--- src/rtl/sort_pkg.sv ---
// Shared types and sizing for the selection-sort engine: loader, datapath and controller.
package sort_pkg;

    localparam int W       = 8;
    localparam int N_WORDS = 8;
    localparam int AW      = $clog2(N_WORDS);

    typedef logic [W-1:0]  word_t;
    typedef logic [AW-1:0] addr_t;

    typedef enum logic [2:0] {
        LOAD,
        DRAIN,
        FLUSH,
        START,
        WAIT
    } loader_state_e;

endpackage

--- src/rtl/sort_loader.sv ---
// Stream front end: preloads one frame into the sort RAM, launches the sort,
// flags malformed frames and records per-frame sort latency.
module sort_loader #(
    parameter int W       = sort_pkg::W,
    parameter int N_WORDS = sort_pkg::N_WORDS,
    parameter int AW      = sort_pkg::AW,
    parameter int CW      = 16
) (
    input  logic          clk,
    input  logic          reset,
    input  logic          in_valid,
    input  logic [W-1:0]  in_data,
    input  logic          in_last,
    output logic          in_ready,
    output logic          init_mode,
    output logic [AW-1:0] init_addr,
    output logic [W-1:0]  init_data,
    output logic          sort_start,
    input  logic          sort_done,
    output logic          frame_done,
    output logic          err_short,
    output logic          err_long,
    output logic [CW-1:0] sort_cycles
);
    import sort_pkg::*;

    localparam logic [AW-1:0] LAST_ADDR = AW'(N_WORDS - 1);
    localparam logic [CW-1:0] LAT_MAX   = '1;

    loader_state_e state_q, state_d;
    logic [AW-1:0] cnt_q, cnt_d;
    logic [CW-1:0] lat_q, lat_d, lat_inc;
    logic [CW-1:0] cycles_d;
    logic          accept;
    logic          wr_d, short_d, long_d, done_d;

    assign accept  = in_valid && in_ready;
    assign lat_inc = (lat_q == LAT_MAX) ? lat_q : lat_q + CW'(1);

    always_ff @(posedge clk or posedge reset) begin
        if (reset) begin
            state_q     <= LOAD;
            cnt_q       <= '0;
            lat_q       <= '0;
            sort_cycles <= '0;
            init_mode   <= 1'b0;
            init_addr   <= '0;
            init_data   <= '0;
            err_short   <= 1'b0;
            err_long    <= 1'b0;
            frame_done  <= 1'b0;
        end else begin
            state_q     <= state_d;
            cnt_q       <= cnt_d;
            lat_q       <= lat_d;
            sort_cycles <= cycles_d;
            init_mode   <= wr_d;
            err_short   <= short_d;
            err_long    <= long_d;
            frame_done  <= done_d;
            if (wr_d) begin
                init_addr <= cnt_q;
                init_data <= in_data;
            end
        end
    end

    always_comb begin
        state_d    = state_q;
        cnt_d      = cnt_q;
        lat_d      = lat_q;
        cycles_d   = sort_cycles;
        wr_d       = 1'b0;
        short_d    = 1'b0;
        long_d     = 1'b0;
        done_d     = 1'b0;
        in_ready   = 1'b0;
        sort_start = 1'b0;

        unique case (state_q)
            LOAD: begin
                in_ready = 1'b1;
                if (accept) begin
                    wr_d = 1'b1;
                    if (cnt_q == LAST_ADDR) begin
                        cnt_d   = '0;
                        long_d  = !in_last;
                        state_d = in_last ? FLUSH : DRAIN;
                    end else if (in_last) begin
                        short_d = 1'b1;
                        cnt_d   = '0;
                    end else begin
                        cnt_d = cnt_q + AW'(1);
                    end
                end
            end
            DRAIN: begin
                in_ready = 1'b1;
                if (accept && in_last) state_d = FLUSH;
            end
            FLUSH: state_d = START;
            START: begin
                sort_start = 1'b1;
                lat_d      = '0;
                state_d    = WAIT;
            end
            WAIT: begin
                // Counter lags the cycle count by one; the captured value includes this cycle.
                lat_d = lat_inc;
                if (sort_done) begin
                    cycles_d = lat_inc;
                    done_d   = 1'b1;
                    cnt_d    = '0;
                    state_d  = LOAD;
                end
            end
            default: state_d = LOAD;
        endcase
    end

endmodule

--- config.mk ---
export PLATFORM = sky130hd
export DESIGN_NAME = sort_loader
export DESIGN_NICKNAME = d
export VERILOG_FILES = /design/src/rtl/sort_pkg.sv /design/src/rtl/sort_loader.sv
export SDC_FILE = /design/constraint.sdc
export NUM_CORES = 1
export LEC_CHECK = 0
export CAP_MARGIN = 20
export CORE_MARGIN = 3
export CORE_UTILIZATION = 35
export CTS_CLUSTER_DIAMETER = 50
export DETAILED_ROUTE_END_ITERATION = 7
export PLACE_DENSITY = 0.68
export SYNTH_ARGS = -nofsm -noshare
export SYNTH_HDL_FRONTEND = slang
export SYNTH_SLANG_ARGS = --single-unit
--- constraint.sdc ---
create_clock -name clk -period 2.2 [get_ports clk]
set_clock_uncertainty 0.15 [all_clocks]
set_input_delay 0.44 -clock clk [delete_from_list [all_inputs] [get_ports clk]]
set_output_delay 0.44 -clock clk [all_outputs]
set_load 0.01 [all_outputs]
[After elaboration in Yosys (flattened, before gate mapping)]
Index checks and enable logic that the tools add are counted.
Storage, ports and cells
  bits in registers: 53
  output and inout port bits: 33
  word-level logic and storage cells: 57
Cells by class
  add/subtract/negate cells: 2
  eq/ne operators: 10
  multiplexer cells: 25
  reductions and logical operators: 10
Operator list (number)
  16-bit case mux with 2 select lines: 1
  3-bit 2-to-1 mux: 7
  16-bit by 1-bit adder with 16-bit output (second input constant): 1
  16-bit equality test (second input constant): 1
  16-bit 2-to-1 mux: 1
  3-bit case mux with 5 select lines: 1
  1-bit 2-to-1 mux: 13
  2-bit != test (second input constant): 4
  3-bit by 2-bit equality test with 1-bit output (second input constant): 2
  3-bit equality test (second input constant): 2
  3-bit case mux with 2 select lines: 1
  4-bit AND reduction: 1
  2-bit nonzero test: 2
  3-bit by 1-bit adder with 3-bit output (second input constant): 1
  3-bit by 1-bit equality test with 1-bit output (second input constant): 1
  3-bit zero test: 1
  3-bit AND reduction: 1
  1-bit logical AND: 2
  2-bit 2-to-1 mux: 1
  2-bit AND reduction: 1
  2-bit OR reduction: 1
  1-bit zero test: 1

[Logic depth before layout (Yosys ltp)]
Gate-level depths: netlist (run 1).
  depth after elaboration: 7
  gate-level depth with buffers: 7
  gate-level depth less buffers: 6

[Worst setup path before layout (run 1)]
No wires, ideal clock.
  path kind: register -> register
  start: register lat_q[0]
  end: register lat_q[3]
  data arrival time: 1.887 ns
  required time: 1.918 ns
  setup slack: 0.030 ns
  stages on the path, launching flop included: 8
  path buffers: 2
  cell sequence: dfrtp_1 -> ha_1 -> clkbuf_2 -> nand4_4 -> or4_4 -> buf_6 -> a41oi_1 -> a31oi_1
Between the ends
  cells in the longest elaborated chain, start to end: 3
RTL lines
  start: declaration: line sort_loader.sv:32  | logic [CW-1:0] lat_q, lat_d, lat_inc;
  start signal: assignment: line sort_loader.sv:55  | lat_q <= lat_d;
  16-bit by 1-bit adder with 16-bit output or 16-bit equality test (tied branches): line sort_loader.sv:38  | assign lat_inc = (lat_q == LAT_MAX) ? lat_q : lat_q + CW'(1);
  16-bit 2-to-1 mux *: line sort_loader.sv:38
  16-bit case mux with 2 select lines *: line sort_loader.sv:80  | unique case (state_q)
Mark *: on every way between the ends. The rest lies on a longest branch, timed or not.
A chain may end at the register's enable or synchronous reset.

[Worst setup path after layout (run 1)]
  start: register lat_q[0]
  end: register sort_cycles[10]
Between the ends
  cells in the longest elaborated chain, start to end: 2
RTL lines
  16-bit by 1-bit adder with 16-bit output or 16-bit equality test (tied branches): line sort_loader.sv:38
  16-bit 2-to-1 mux *: line sort_loader.sv:38
  end signal: assignment: line sort_loader.sv:56  | sort_cycles <= cycles_d;
  end: declaration: line sort_loader.sv:23  | output logic [CW-1:0] sort_cycles
Marked as above.

==> results of run 1 <==
==> kinds of logic (layout without fill, tap and decap cells) <==
group                      after synthesis  count (layout)  share of synthesized area, %
AOI/OAI and AO/OA                       68              68                          17.1
buffers and inverters                   27              90                          4.54
and+or+nand+nor                         96              96                          21.9
xor gates and xnor gates                 6               6                          1.93
muxes                                   11              11                          4.54
DFF                                     53              53                          48.6
adders and majority gates                3               3                          1.38
==> repair_timing <==
item,4_1_cts,5_1_grt
endpoints found under the hold margin,0,0
endpoints found under the setup margin,1,4
pin swaps,0,1
cloned,0,0
gates resized for setup,1,3
==> flip-flops by register name, indices dropped and copies added (netlist names) <==
name and count:
state_q 3, init_data 8, err_long 1, lat_q 16, init_mode 1, sort_cycles 16, err_short 1, cnt_q 3
frame_done 1, init_addr 3
==> power groups by stage <==
stage	Sequential, uW	Clock, uW	Combinational (uW)
floorplan	1430	0	624
global placement	1380	0	1290
detailed placement	1390	0	1320
CTS	1380	716	1320
global route	1410	761	1430
finish	1370	706	1320
==> metal layers <==
| layer | track usage [%] | wire length (um) | vias up |
|---|---|---|---|
| met4 | 6.02 | 214 | 0 |
| li1 | - | - | 1108 |
| met2 | 26.7 | 3310 | 100 |
| met1 | 21.4 | 2960 | 1143 |
| met3 | 2.32 | 429 | 28 |
| met5 | 0 | 0 | - |
==> cells in the final DEF, fill, tap and decap left out, types with 4 or more instances in the layout <==
cell type,synthesis,final
clkbuf_8,0,5
a31oi_1,17,17
o31ai_1,5,5
mux2_2,11,11
nor3_1,5,5
nand4_1,7,7
and3_1,6,6
inv_1,8,7
nand3_1,8,8
dfrtp_1,53,53
a21oi_1,8,8
nor2_1,17,17
clkdlybuf4s50_1,0,43
o311ai_0,4,4
nand2_1,27,27
o21ai_0,13,13
buf_4,0,28
o211ai_1,4,4
==> path summary, 6_finish.rpt <==
| kind | startpoint | endpoint | slack, ns | cells after the start |
|---|---|---|---|---|
| setup reg to reg | lat_q[0] | sort_cycles[10] | 0.15 | 6 |
| hold / removal | reset | init_data[1] | 0.29 | 2 |
| setup / recovery | lat_q[0] | sort_cycles[10] | 0.15 | 6 |
| min in group clk | sort_cycles[14] | sort_cycles[14] | 0.34 | 2 |
| hold reg to reg | sort_cycles[14] | sort_cycles[14] | 0.34 | 2 |
| max in group asynchronous | reset | lat_q[11] | 1.07 | 3 |
==> synth_stat cells, drive strengths merged, types with 3 or more instances <==
cell | n | share of area (%)
nor4 | 5 | 2.2
a21oi | 9 | 1.8
o31ai | 5 | 1.4
dfrtp | 53 | 49
xor2 | 3 | 0.96
buf | 11 | 2.2
and3 | 6 | 1.4
a22o | 3 | 0.96
a31oi | 17 | 3.9
nand4 | 9 | 3.2
inv | 8 | 1.1
o311ai | 4 | 1.3
xnor2 | 3 | 0.96
mux2 | 11 | 4.5
nand2 | 27 | 3.7
o21ai | 13 | 2.4
nor2 | 17 | 2.3
clkbuf | 8 | 1.2
o211ai | 4 | 1.1
ha | 3 | 1.4
nand3 | 9 | 1.8
nor3 | 6 | 1.3
and4 | 4 | 1.4
==> per-stage QoR <==
step	instance area (um2)	util (%)
floorplan	2730	-
global placement	3440	46.4
detailed placement	3440	46.4
CTS	3550	48.0
global route	3570	48.1
finish	3570	48.1
==> layout make-up <==
cell class                 instances  area, um2  area share, %
sequential                        53       1330           37.2
multi-input combinational        184       1280           36.0
timing repair buffer              74        682           19.1
tap                               99        124           3.47
clock buffer                       5       68.8           1.93
clock inverter                     3       50.0           1.40
inverter                           8       30.0          0.842
==> metrics.md, run 1 <==
| Metric | Value |
|---|---|
| Largest net degree at the start of global routing | 35 |
| WP buf/inv | 1 |
| WHS | 0.293 ns |
| Hpwl dp | 5.00 mm |
| Grt total ovfl | 0 |
| Crit. End Element | flip-flop |
| Static Leak | 0.00157 uW |
| Clock sink total | 53 |
| Final Cycle Share | 93.3% |
| Worst vdd ir | 0.000321 V |
| Min cycle time layout | 2.05 ns |
| Worst hold path class | in -> async |
| Placed cells | 418 |
| Fillers | 684 |
| Logic pwr share | 38.8% |
| Nets@finish | 342 |
| Routability cong. | 0.878 |
| Diodes inserted | 0 |
| Pwr Total | 3390 uW |
| WP data arrival | 2.10 ns |
| Initial antenna violation count | 0 |
| Synth warn | 0 |
| Number of port buffers | 45 |
| Number of remaining DRC errors | 0 |
| Post-Route WL | 6.91 mm |
| Vias | 2379 |
| Flop pwr share | 40.4% |
| Switching Share | 33.4% |
| Crit Path Class | reg -> reg |
| Avg Inst Size Synth | 10.3 um2 |
| EDFF count, synth | 0 |
| Rows | 31 |
| Fin. max-slew vios | 0 |
| Post-DRT Antenna Nets | 0 |
| Layout cells sized above 1 | 19.6% |
| Post-synth cell types | 55 |
| Num CTS Buffers | 5 |
| Flops & latches, synth | 53 |
| Setup TNS | 0 ns |
| Clock Latency Late Sink | 0.31 ns |
| TritonRoute pass-1 iters | 5 |
| # setup viols final | 0 |
| Finished Layout Cells | 426 |
| Synthesized instance count | 264 |
| Final Hold Viols | 0 |
| Synth Cell Area | 2730 um2 |
| Die Area | 8880 um2 |
| Top delay family on crit path | compound AO/OA/AOI/OAI gates |
| P&R area growth vs syn | 30.8% |
| Clock buffer depth | 2 |
| Pwr Density | 952 nW/um2 |
| Clock share of power | 20.8% |
| H-Tree Depth | 2 |
| Sequential-to-total area share from yosys stat | 48.6% |
| Dpl ws | 0.0106 ns |
| Number of global-route vias before repair | 2237 |
| Cell-by-cell trace of the critical path | ha_1 -> buf_4 -> and4_2 -> o211ai_1 -> o311ai_0 -> nand2_1 |
| Internal power | 2260 uW |
| 1st-iter DRT viols | 239 |
| Status | finished, final reports clean |
| Most used DFF post-synth | dfrtp_1 |
| Fmax | 487 MHz |
| Drt via density | 5.58 |
| CP max stage delay | 0.39 ns |
| Syn Nets | 280 |
| I/O pins | 46 |
| Cts hold-fix bufs | 0 |
| Worst-path fanout max | 7 |
| Post-CTS setup buffers | 0 |
| First-pass GRT wire length | 11.2 mm |
| WL/cell | 16.2 um |
| Max_slew headroom | 61.7% |
| Async SR Flop Fraction | 100% |
| Worst EP required | 2.25 ns |
| Critical Path Start Type | flip-flop |
| Final WS setup | 0.147 ns |
| Die X | 94.3 um |
| CTS tree | done |
| Max_cap viols | 0 |
| Core Region | 7410 um2 |
| Actual slew at the worst max-slew pin | 0.570 ns |
| Clock-pin slew on the worst setup and hold paths | 0.11 ns |
| RSZ-0062 raised after global routing | no |
| Die Y | 94.3 um |
| NetSw | 1130 uW |
| Initial Utilization | 36.8% |
| GRT Util Overall | 16.2% |
| Slowest-stage cell, CP | o311ai_0 |
| Root Driver | clkbuf_8 |
No activity file was read; power rests on OpenSTA's default activity.
==> inputs of run 2 (changes only) <==
Settings changed: CORE_ASPECT_RATIO set to 1.4, CTS_BUF_LIST set to sky130_fd_sc_hd__clkbuf_2 sky130_fd_sc_hd__clkbuf_4 sky130_fd_sc_hd__clkbuf_8.
==> run 2 against run 1 <==
  * Non-clock buffer count is 2 lower
  * Flip-flop and latch count stayed put
  * Register-to-register slack gained 0.02 ns
  * Clock power fell by 18%
  * Critical path depth is 3 lower
  * Worst hold slack lost 0.050 ns
  * Final area down 1.3%
  * Clock-buffer cell count did not move
  * Combinational power is essentially flat
  * Via count fell by 3.1%
==> metrics.md, run 2 (synthesis gave the netlist of run 1 again) <==
| Metric | Value |
|---|---|
| Crit. End Element | output pin |
| Final Cycle Share | 97.1% (+3.8 points) |
| Static Leak | 0.00154 uW (-1.8%) |
| Internal power | 2150 uW (-5.1%) |
| Fin. max-slew vios | 0 (unchanged) |
| Number of port buffers | 45 (unchanged) |
| Die Area | 8900 um2 (+0.16%) |
| Initial antenna violation count | 0 (unchanged) |
| NetSw | 1110 uW (-2.3%) |
| Die Y | 110 um (+17%) |
| Cts hold-fix bufs | 0 (unchanged) |
| GRT Util Overall | 15.6% (-0.58 points) |
| Placed cells | 414 (-0.96%) |
| Met1 usage | 18.5% (-2.9 points) |
| Final Hold Viols | 0 (unchanged) |
| CTS-repair resized insts | 0 (-1) |
| First-pass GRT wire length | 11.1 mm (-0.80%) |
| RSZ-0062 raised after global routing | no |
| Routability cong. | 0.891 (+1.4%) |
| Core Region | 7450 um2 (+0.61%) |
| I/O pins | 46 (unchanged) |
| WHS | 0.243 ns (-0.0500 ns) |
| Clock share of power | 17.8% (-3.0 points) |
| # setup viols final | 0 (unchanged) |
| Actual slew at the worst max-slew pin | 0.479 ns (-0.0905 ns) |
| Largest net degree at the start of global routing | 26 (-26%) |
| 1st-iter DRT viols | 116 (-51%) |
| Diodes inserted | 0 (unchanged) |
| Worst-path fanout max | 8 (+1) |
| Die X | 80.6 um (-15%) |
| Clock-pin slew on the worst setup and hold paths | 0.10 ns (about the same) |
| Crit Path Class | reg -> out |
| Worst hold path class | in -> async |
| Biggest regs | lat_q (16), sort_cycles (16), init_data (8) |
| Clock buffer depth | 2 (unchanged) |
| Num CTS Buffers | 5 (unchanged) |
| Layout cells sized above 1 | 18.8% (-0.80 points) |
| GRT busiest layer | met2 |
| Status | finished, final reports clean |
| Initial Utilization | 36.6% (-0.22 points) |
| Drt via density | 5.46 (-2.1%) |
| WL/cell | 15.5 um (-4.5%) |
| Post-CTS setup buffers | 0 (unchanged) |
| H-Tree Depth | 2 (unchanged) |
| Reg2reg setup slack | 0.17 ns (+0.02 ns) |
| Post-route cell area | 3520 um2 (-1.3%) |
| Most frequent cells in the layout | 53 x dfrtp_1, 44 x clkdlybuf4s50_1, 27 x nand2_1 |
| Grt total ovfl | 0 (unchanged) |
| Min cycle time layout | 2.14 ns (+0.0836 ns) |
| Fmax | 468 MHz (-3.9%) |
| Fillers | 680 (-0.58%) |
| Logic pwr share | 40.7% (+1.9 points) |
| Worst EP required | 1.61 ns (-0.64 ns) |
| CTS tree | done |
| Post-DRT Antenna Nets | 0 (unchanged) |
| Finished Layout Cells | 422 (-0.94%) |
| WP data arrival | 1.55 ns (-0.55 ns) |
| Switching Share | 34.1% (+0.64 points) |
| Post-Route WL | 6.54 mm (-5.4%) |
| Reg2Reg Launch Point | lat_q[3] |
| Worst R2R End | lat_q[3] |
| Vias | 2306 (-3.1%) |
| M2 GR Usage | 27.7% (+1.1 points) |
| Max_cap viols | 0 (unchanged) |
| Nets@finish | 340 (-0.58%) |
| Met3 Use GR | 2.94% (+0.61 points) |
| Number of remaining DRC errors | 0 (unchanged) |
| Number of global-route vias before repair | 2331 (+4.2%) |
| P&R area growth vs syn | 29.0% |
| Critical Path Start Type | flip-flop |
| Max_slew headroom | 67.9% (+6.2 points) |
| Pwr Density | 925 nW/um2 (-2.8%) |
| Flop pwr share | 41.5% (+1.1 points) |
| Worst vdd ir | 0.000432 V (+35%) |
| Placed Area | 3420 um2 (-0.51%) |
| TritonRoute pass-1 iters | 5 (unchanged) |
| Root Driver | clkbuf_8 |
| Rows | 37 (+19%) |
| Hpwl dp | 4.86 mm (-2.8%) |
| Most common cell after layout, fill and taps aside | dfrtp_1 |
| Clock Latency Late Sink | 0.31 ns (about the same) |
| Clock sink total | 53 (unchanged) |
| Setup TNS | 0 ns (unchanged) |
| Worst-case reg-to-reg path depth | 4 (-2) |
run 2: power by group through the flow:
stage               Combinational (uW)  Clock (uW)  Sequential, uW
floorplan                          624           0            1430
global placement                  1310           0            1370
detailed placement                1340           0            1370
CTS                               1340         602            1350
global route                      1450         643            1390
finish                            1320         581            1350
run 2: area by class of cell:
type | instances | area, um2 | share of cell area, %
sequential | 53 | 1330 | 37.7
multi-input combinational | 184 | 1280 | 36.3
timing repair buffer | 72 | 668 | 19.0
tap | 97 | 121 | 3.45
clock buffer | 5 | 68.8 | 1.96
inverter | 8 | 30.0 | 0.853
clock inverter | 3 | 26.3 | 0.747
run 2: metrics by stage:
step | total power (uW) | utilization [%] | worst slack [ns]
after detailed placement | 2710 | 45.9 | 0.00857
after global placement | 2670 | 45.9 | 0.117
final | 3250 | 47.2 | 0.0631
after global routing | 3480 | 47.2 | 0.0143
after CTS | 3290 | 47.2 | 0.0504
after floorplan | 2050 | - | 0.0302
run 2: worst max-delay path, stage by stage, from the launching register on:
cell             delay (ns)
dfrtp_1                0.41
buf_4                  0.18
nor2_1                 0.11
clkdlybuf4s50_1        0.54
run 2: worst max-delay path by stage:
stage | from | cells after the start | slack, ns | end
after floorplan | lat_q[0] | 7 | 0.03 | lat_q[3]
after global placement | in_valid | 5 | 0.12 | state_q[0]
after detailed placement | sort_done | 6 | 0.009 | cnt_q[2]
after CTS | state_q[2] | 3 | 0.05 | sort_start
after global routing | state_q[1] | 3 | 0.01 | in_ready
final | state_q[1] | 3 | 0.06 | in_ready
run 2: routing by layer:
layer	routed length [um]	share of wire [%]	vias to the layer above
met5	0	0	-
met1	2710	41	1119
met2	3500	53	65
met4	55	0.84	0
met3	274	4.2	8
li1	-	-	1114
